**config.mk**
```make
export PLATFORM = sky130hd
export DESIGN_NAME = capture_ctrl
export DESIGN_NICKNAME = d
export VERILOG_FILES = /design/src/rtl/la_pkg.sv /design/src/rtl/trigger_match.sv /design/src/rtl/capture_ctrl.sv
export SDC_FILE = /design/constraint.sdc
export NUM_CORES = 1
export LEC_CHECK = 0
export BUFFER_PORTS_ARGS = -buffer_cell sky130_fd_sc_hd__buf_2
export CAP_MARGIN = 20
export CORE_ASPECT_RATIO = 0.8
export CORE_MARGIN = 1
export CORE_UTILIZATION = 62
export DETAILED_ROUTE_END_ITERATION = 10
export PLACE_DENSITY = 0.86
export RECOVER_POWER = 25
export SLEW_MARGIN = 20
export SYNTH_ARGS = -nofsm -noshare
export SYNTH_HDL_FRONTEND = slang
export SYNTH_SLANG_ARGS = --single-unit
```
**constraint.sdc**
```tcl
create_clock -name clk -period 8.8 [get_ports clk]
set_clock_uncertainty 0.15 [all_clocks]
set_input_delay 1.32 -clock clk [delete_from_list [all_inputs] [get_ports clk]]
set_output_delay 1.32 -clock clk [all_outputs]
set_load 0.1 [all_outputs]
```
**src/rtl/la_pkg.sv**
```systemverilog
// Shared types and sizing for the logic-analyser capture path.
// State encoding, width defaults and the buffer depth helper.
package la_pkg;

  localparam int LA_DATA_WIDTH = 8;
  localparam int LA_ADDR_WIDTH = 11;

  typedef enum logic [2:0] {
    ST_IDLE,
    ST_PRE_FILL,
    ST_ARMED,
    ST_POST,
    ST_DONE
  } la_state_e;

  function automatic int unsigned la_depth(input int unsigned aw);
    return 32'd1 << aw;
  endfunction

endpackage

```
**src/rtl/trigger_match.sv**
```systemverilog
// Level/edge trigger matcher; owns the previous-sample register.
// In: cfg mask/value/edge, sample, clear/update. Out: hit_o (comb).
module trigger_match
  import la_pkg::*;
#(
  parameter int DATA_WIDTH = LA_DATA_WIDTH
) (
  input  logic                  clk,
  input  logic                  rst_n,
  input  logic                  clear_i,
  input  logic                  update_i,
  input  logic [DATA_WIDTH-1:0] mask_i,
  input  logic [DATA_WIDTH-1:0] value_i,
  input  logic [DATA_WIDTH-1:0] edge_i,
  input  logic [DATA_WIDTH-1:0] sample_i,
  output logic                  hit_o
);

  logic [DATA_WIDTH-1:0] prev_q;
  logic                  prev_valid_q;
  logic [DATA_WIDTH-1:0] lvl_ok;
  logic [DATA_WIDTH-1:0] edg_ok;
  logic [DATA_WIDTH-1:0] bit_ok;

  always_ff @(posedge clk or negedge rst_n) begin
    if (!rst_n) begin
      prev_q       <= '0;
      prev_valid_q <= 1'b0;
    end else if (clear_i) begin
      prev_valid_q <= 1'b0;
    end else if (update_i) begin
      prev_q       <= sample_i;
      prev_valid_q <= 1'b1;
    end
  end

  always_comb begin
    lvl_ok = ~(sample_i ^ value_i);
    // an edge bit needs a real previous sample and a change
    edg_ok = (prev_q ^ sample_i) & lvl_ok
           & {DATA_WIDTH{prev_valid_q}};
    bit_ok = ~mask_i
           | (edge_i & edg_ok)
           | (~edge_i & lvl_ok);
    hit_o  = &bit_ok;
  end

endmodule

```
**src/rtl/capture_ctrl.sv**
```systemverilog
// Capture controller: ring writes, trigger, pre/post split.
// In: arm/abort, sample stream, trigger cfg. Out: status, write port.
module capture_ctrl
  import la_pkg::*;
#(
  parameter int DATA_WIDTH = LA_DATA_WIDTH,
  parameter int ADDR_WIDTH = LA_ADDR_WIDTH
) (
  input  logic                  clk,
  input  logic                  rst_n,
  input  logic                  arm,
  input  logic                  abort,
  input  logic                  sample_valid,
  input  logic [DATA_WIDTH-1:0] sample_data,
  input  logic [DATA_WIDTH-1:0] trig_mask,
  input  logic [DATA_WIDTH-1:0] trig_value,
  input  logic [DATA_WIDTH-1:0] trig_edge,
  input  logic [ADDR_WIDTH-1:0] pre_depth,
  output logic                  busy,
  output logic                  triggered,
  output logic                  done,
  output logic [ADDR_WIDTH-1:0] trig_addr,
  output logic [ADDR_WIDTH-1:0] start_addr,
  output logic                  wr_en,
  output logic [ADDR_WIDTH-1:0] wr_addr,
  output logic [DATA_WIDTH-1:0] wr_data
);

  localparam int unsigned DEPTH = la_depth(ADDR_WIDTH);
  localparam logic [ADDR_WIDTH-1:0] LAST_IDX =
    ADDR_WIDTH'(DEPTH - 1);
  localparam logic [ADDR_WIDTH-1:0] ONE = ADDR_WIDTH'(1);

  la_state_e             state_q, state_d;
  logic [ADDR_WIDTH-1:0] wr_ptr_q, wr_ptr_d;
  logic [ADDR_WIDTH-1:0] cnt_q, cnt_d;
  logic [ADDR_WIDTH-1:0] pre_q, pre_d;
  logic [DATA_WIDTH-1:0] mask_q, mask_d;
  logic [DATA_WIDTH-1:0] value_q, value_d;
  logic [DATA_WIDTH-1:0] edge_q, edge_d;
  logic [ADDR_WIDTH-1:0] trig_addr_q, trig_addr_d;
  logic [ADDR_WIDTH-1:0] start_addr_q, start_addr_d;
  logic                  triggered_q, triggered_d;
  logic                  wr_en_q;
  logic [ADDR_WIDTH-1:0] wr_addr_q;
  logic [DATA_WIDTH-1:0] wr_data_q;

  logic                  busy_w;
  logic                  accept;
  logic                  arm_ok;
  logic                  hit;
  logic [ADDR_WIDTH-1:0] cnt_inc;

  assign busy_w = (state_q == ST_PRE_FILL)
               || (state_q == ST_ARMED)
               || (state_q == ST_POST);
  // an abort-cycle sample is dropped
  assign accept  = sample_valid && busy_w && !abort;
  assign arm_ok  = arm && !abort
                && ((state_q == ST_IDLE) || (state_q == ST_DONE));
  assign cnt_inc = cnt_q + ONE;

  trigger_match #(
    .DATA_WIDTH(DATA_WIDTH)
  ) u_match (
    .clk     (clk),
    .rst_n   (rst_n),
    .clear_i (arm_ok),
    .update_i(accept),
    .mask_i  (mask_q),
    .value_i (value_q),
    .edge_i  (edge_q),
    .sample_i(sample_data),
    .hit_o   (hit)
  );

  always_comb begin
    state_d      = state_q;
    wr_ptr_d     = wr_ptr_q;
    cnt_d        = cnt_q;
    pre_d        = pre_q;
    mask_d       = mask_q;
    value_d      = value_q;
    edge_d       = edge_q;
    trig_addr_d  = trig_addr_q;
    start_addr_d = start_addr_q;
    triggered_d  = triggered_q;
    if (abort) begin
      state_d     = ST_IDLE;
      triggered_d = 1'b0;
      cnt_d       = '0;
    end else begin
      unique case (state_q)
        ST_IDLE, ST_DONE: begin
          if (arm) begin
            pre_d       = pre_depth;
            mask_d      = trig_mask;
            value_d     = trig_value;
            edge_d      = trig_edge;
            wr_ptr_d    = '0;
            cnt_d       = '0;
            triggered_d = 1'b0;
            state_d     = (pre_depth == '0) ? ST_ARMED
                                            : ST_PRE_FILL;
          end
        end
        ST_PRE_FILL: begin
          if (sample_valid) begin
            cnt_d = cnt_inc;
            if (cnt_inc == pre_q) begin
              cnt_d   = '0;
              state_d = ST_ARMED;
            end
          end
        end
        ST_ARMED: begin
          if (sample_valid && hit) begin
            trig_addr_d  = wr_ptr_q;
            start_addr_d = wr_ptr_q - pre_q;
            triggered_d  = 1'b1;
            cnt_d        = LAST_IDX - pre_q;
            state_d      = (pre_q == LAST_IDX) ? ST_DONE
                                               : ST_POST;
          end
        end
        ST_POST: begin
          if (sample_valid) begin
            cnt_d = cnt_q - ONE;
            if (cnt_q == ONE) state_d = ST_DONE;
          end
        end
        default: state_d = ST_IDLE;
      endcase
      if (accept) wr_ptr_d = wr_ptr_q + ONE;
    end
  end

  always_ff @(posedge clk or negedge rst_n) begin
    if (!rst_n) begin
      state_q      <= ST_IDLE;
      wr_ptr_q     <= '0;
      cnt_q        <= '0;
      pre_q        <= '0;
      mask_q       <= '0;
      value_q      <= '0;
      edge_q       <= '0;
      trig_addr_q  <= '0;
      start_addr_q <= '0;
      triggered_q  <= 1'b0;
    end else begin
      state_q      <= state_d;
      wr_ptr_q     <= wr_ptr_d;
      cnt_q        <= cnt_d;
      pre_q        <= pre_d;
      mask_q       <= mask_d;
      value_q      <= value_d;
      edge_q       <= edge_d;
      trig_addr_q  <= trig_addr_d;
      start_addr_q <= start_addr_d;
      triggered_q  <= triggered_d;
    end
  end

  always_ff @(posedge clk or negedge rst_n) begin
    if (!rst_n) begin
      wr_en_q   <= 1'b0;
      wr_addr_q <= '0;
      wr_data_q <= '0;
    end else begin
      wr_en_q <= accept;
      if (accept) begin
        wr_addr_q <= wr_ptr_q;
        wr_data_q <= sample_data;
      end
    end
  end

  assign busy       = busy_w;
  assign done       = (state_q == ST_DONE);
  assign triggered  = triggered_q;
  assign trig_addr  = trig_addr_q;
  assign start_addr = start_addr_q;
  assign wr_en      = wr_en_q;
  assign wr_addr    = wr_addr_q;
  assign wr_data    = wr_data_q;

endmodule

```
======== After elaboration in Yosys (flattened, before gate mapping) ========
Index checks and enable logic that the tools add are counted.
W data, S select, Z words.
word-level totals
  register bits after elaboration ......... 112
  bits of input ports ..................... 48
  output and inout bits ................... 45
  word-level logic and storage cells ...... 96
operators by class
  add/subtract/negate cells ............... 5
  eq/ne operators ......................... 13
  mux-type cells .......................... 25
  bitwise gates (word level) .............. 13
  reduce and logical (&&, ||, !) cells .... 25
operators with widths
  cell                      number
  $mux W11                  8
  $pmux W11 S4              1
  $and A8 B8 Y8             4
  $mux W3                   8
  $not A8 Y8                3
  $add A11 B1 Y11 const B   2
  $or A8 B8 Y8              2
  $xor A8 B8 Y8             2
  $pmux W3 S4               1
  $reduce_and A3 Y1         4
  $eq A11 B1 Y1 const B     1
  $eq A11 B11 Y1            1
  $eq A11 B11 Y1 const B    1
  $logic_not A11 Y1         1
  $sub A11 B1 Y11 const B   1
  $sub A11 B11 Y11          1
  $sub A11 B11 Y11 const A  1
  $ne A3 B2 Y1 const B      3
  $ne A3 B3 Y1 const B      3
  $reduce_and A8 Y1         1
  $eq A3 B2 Y1 const B      2
  $reduce_and A6 Y1         1
  $reduce_bool A2 Y1        3
  $logic_and A1 B1 Y1       5
  other kinds (14)          21

======== Depth between registers and ports, before layout ========
  depth after elaboration ................. 12
  depth in mapped cells ................... 11
  mapped depth without buffers ............ 11

======== Cells and area by module ========
From an unflattened synthesis, not the netlist that was laid out.
unflattened totals
  cell total of the unflattened synthesis .. 633
  area total of the unflattened synthesis .. 6009.5 um^2
modules (own cells, without submodules)
  module         instances  cells an instance  area an instance (um^2)  sequential area each (um^2)
  capture_ctrl   1          571                5424.0                   2577.5
  trigger_match  1          62                 585.6                    225.2

======== Worst setup path before layout ========
Ideal clock, no wire load.
  kind .................................... flip-flop to output port
  start point ............................. register state_q[0]
  end point ............................... output busy
  data arrival time ....................... 1.966 ns
  required time ........................... 7.330 ns
  slack ................................... 5.364 ns
  stages on the path, launching flop included .. 4
  path buffers ............................ 1
  path through ............................ dfrtp_1 -> clkbuf_1 -> nor2_1 -> nor2_1
on the way
  longest elaborated chain between the ends .. 3
  elaborated cells between the ends (all ways) .. 5
  those cells by class .................... eq/ne: 3; reduce/logical: 2
RTL lines
  what                                                 line                                    source
  start, declared                                      capture_ctrl.sv:34                      la_state_e state_q, state_d;
  start signal, assigned                               capture_ctrl.sv:151                     state_q <= state_d;
  $eq A3 B1 Y1 / $eq A3 B2 Y1 (equally long branches)  capture_ctrl.sv:54, capture_ctrl.sv:55
  $logic_or A1 B1 Y1                                   capture_ctrl.sv:55                      || (state_q == ST_ARMED)
  $logic_or A1 B1 Y1 *                                 capture_ctrl.sv:56                      || (state_q == ST_POST);
  end, declared                                        capture_ctrl.sv:19                      output logic busy,
Mark *: on every way between the ends. The rest lies on a longest branch, timed or not.

==> results.sh <==
export IMPL_io_buffers=92
export IMPL_grt_pass1_wl_mm=24.1
export IMPL_slowest_delay_ps=1930
export IMPL_yosys_top_cells_count="182 x nand2_1, 112 x dfrtp_1, 35 x o21ai_0"
export IMPL_synth_most_common_cell="nand2_1"
export IMPL_die_area_mm2=0.0101
export IMPL_syn_inst=668
export IMPL_clock_root_buffer="clkbuf_16"
export IMPL_gp_congestion=0.940
export IMPL_clk_pin_slew_ps=70
export IMPL_core_mm2=0.00919
export IMPL_fmax_mhz=256
export IMPL_max_cap_violations=2
export IMPL_drt_total_wl_mm=14.6
export IMPL_initial_utilization=0.651
export IMPL_drive_above_1_share=0.193
export IMPL_startpoint_type="input pin"
export IMPL_grt_max_degree=61
export IMPL_post_cts_buffers=0
export IMPL_worst_path_buf_inv=2
export IMPL_clkLatencyLatePin_ps=350
export IMPL_seq_area_frac_synth=0.468
export IMPL_ios=93
export IMPL_synth_edf_count=0
export IMPL_vias=5204
export IMPL_p_per_area_mw_per_mm2=348
export IMPL_slew_viol_final=93
export IMPL_grt_pass1_vias=4981
export IMPL_crit_chain="clkbuf_1 > buf_4"
export IMPL_cts_buffers=9
export IMPL_ys_ff_latch=112
export IMPL_final_hold_violation_count=0
export IMPL_worst_slew_pin_slew_ps=2790
export IMPL_cts_buffer_depth=2
export IMPL_cts_htree_levels=3
export IMPL_grt_ovfl_total=0
export IMPL_ys_top_cells_by_area="dfrtp_1 47%, nand2_1 11%, mux2_2 4.1%"
export IMPL_wl_per_cell_um=16.8
export IMPL_crit_fanout=60
export IMPL_first_pass_iters=8
export IMPL_rsz0062_at_grt="false"
export IMPL_min_period_ps=3900
export IMPL_leakagePower_nw=3.43
export IMPL_synth_area_mm2=0.00598
export IMPL_setup_tns_ps=0
export IMPL_crit_type="in2async"
export IMPL_cp_arrival_ps=4150
export IMPL_worstSetupEndpointType="asynchronous set/reset pin"
export IMPL_placementRows=31
export IMPL_hp_class="reg2reg"
export IMPL_outcome="finished, violations left"
export IMPL_yosys_area_top_type="dfrtp_1"
export IMPL_viasPerCell=6.02
export IMPL_synthesis_nets=731
export IMPL_area_growth_pct=13.7
export IMPL_max_slew_margin=-0.862
export IMPL_yosysTopAreaCellShare=0.468
export IMPL_antenna_found_initial=0
export IMPL_synth_distinct_cells=58
export IMPL_die_w_um=112
export IMPL_postCtsHoldBufs=0
export IMPL_fin_nets=808
export IMPL_cts_tree="built"
export IMPL_fin_hold_ws_ps=327
export IMPL_hpwl_mm=10.0
export IMPL_ant_nets=0
export IMPL_rrSetupSlack_ps=5570
export IMPL_required_ps=9050
export IMPL_drc_errors=10
export IMPL_fillers=679
export IMPL_crit_family="buffers and inverters"
export IMPL_total_power_mw=2.37
export IMPL_ctsResizeCount=0
export IMPL_crit_path_top_delay_cell="clkbuf_1"
export IMPL_vdd_drop_max_mv=0.204
export IMPL_grt_usage=0.305
export IMPL_drt_iter0_drc=547
export IMPL_diodes=0
export IMPL_setup_viol=0
export IMPL_fin_crit_sh=0.443
export IMPL_ys_warn_count=0
export IMPL_syn_avg_cell_area_um2=8.96
export IMPL_ys_flop_type="dfrtp_1"
export IMPL_async_flop_share=1.00
export IMPL_violations="design-rule violations, max-capacitance violations, max-slew violations"
export IMPL_chipHeight_um=89.9
export IMPL_clock_sinks=112
power by group:
| group | leakage (nW) | switching [mW] | internal, mW |
|---|---|---|---|
| Combinational | 1.82 | 0.776 | 0.325 |
| Clock | 0.153 | 0.205 | 0.230 |
| Sequential | 1.46 | 0.162 | 0.667 |
| Total | 3.43 | 1.14 | 1.22 |
metal layers:
metal	wire, um	track usage	vias up
met4	356	0.107	0
li1	-	-	2437
met2	6870	0.492	224
met5	0	0	-
met3	1100	0.0715	33
met1	6250	0.404	2510
per-stage QoR:
stage,utilization,instances,worst slack [ps],instance area [um^2]
CTS,0.741,865,5030,6810
finish,0.740,865,4900,6800
global route,0.740,865,4210,6800
global placement,0.706,849,4720,6490
floorplan,-,668,5360,5980
detailed placement,0.706,849,4680,6490
path summary, 6_finish.rpt:
kind,cells past startpoint,to,from
setup / recovery,2,triggered,rst_n
hold / removal,2,mask_q[3],mask_q[3]
setup reg to reg,9,cnt_q[2],cnt_q[0]
hold reg to reg,2,mask_q[3],mask_q[3]
max in group clk,8,wr_ptr_q[6],abort
min in group asynchronous,1,u_match.prev_q[7],rst_n
kinds of logic after synthesis:
kind of cell | synth area share
DFF | 0.468
AOI/OAI and AO/OA | 0.131
xor gates and xnor gates | 0.0642
and+or+nand+nor | 0.214
muxes | 0.0464
adders and majority gates | 0.0326
buffers and inverters | 0.0441
cells in the final DEF (no fill, tap or decap), types with 20 or more instances in the layout:
cell | synthesis | routed
xnor2_1 | 26 | 26
nand2_1 | 182 | 182
inv_1 | 30 | 30
a21oi_1 | 20 | 20
o22ai_1 | 23 | 23
dfrtp_1 | 112 | 112
o21ai_0 | 35 | 35
nor2_1 | 31 | 30
buf_2 | 4 | 90
mux2_2 | 22 | 22
layout make-up:
cell class / count / area (um^2) / share of cell area
well taps: 115 / 144 / 0.0211
clock inverters: 7 / 93.8 / 0.0138
clock buffers: 9 / 225 / 0.0331
inverters: 33 / 124 / 0.0182
multi-input cells: 493 / 2930 / 0.431
repair buffers: 96 / 484 / 0.0712
flip-flops and latches: 112 / 2800 / 0.412
flip-flops by register name (all words and copies together), names as in the netlist, 3 cells and up:
name	flops
cnt_q	11
pre_q	11
start_addr	11
trig_addr	11
wr_addr	11
wr_ptr_q	11
edge_q	8
mask_q	8
u_match.prev_q	8
value_q	8
wr_data	8
state_q	3
No activity file was read; power rests on OpenSTA's default activity.
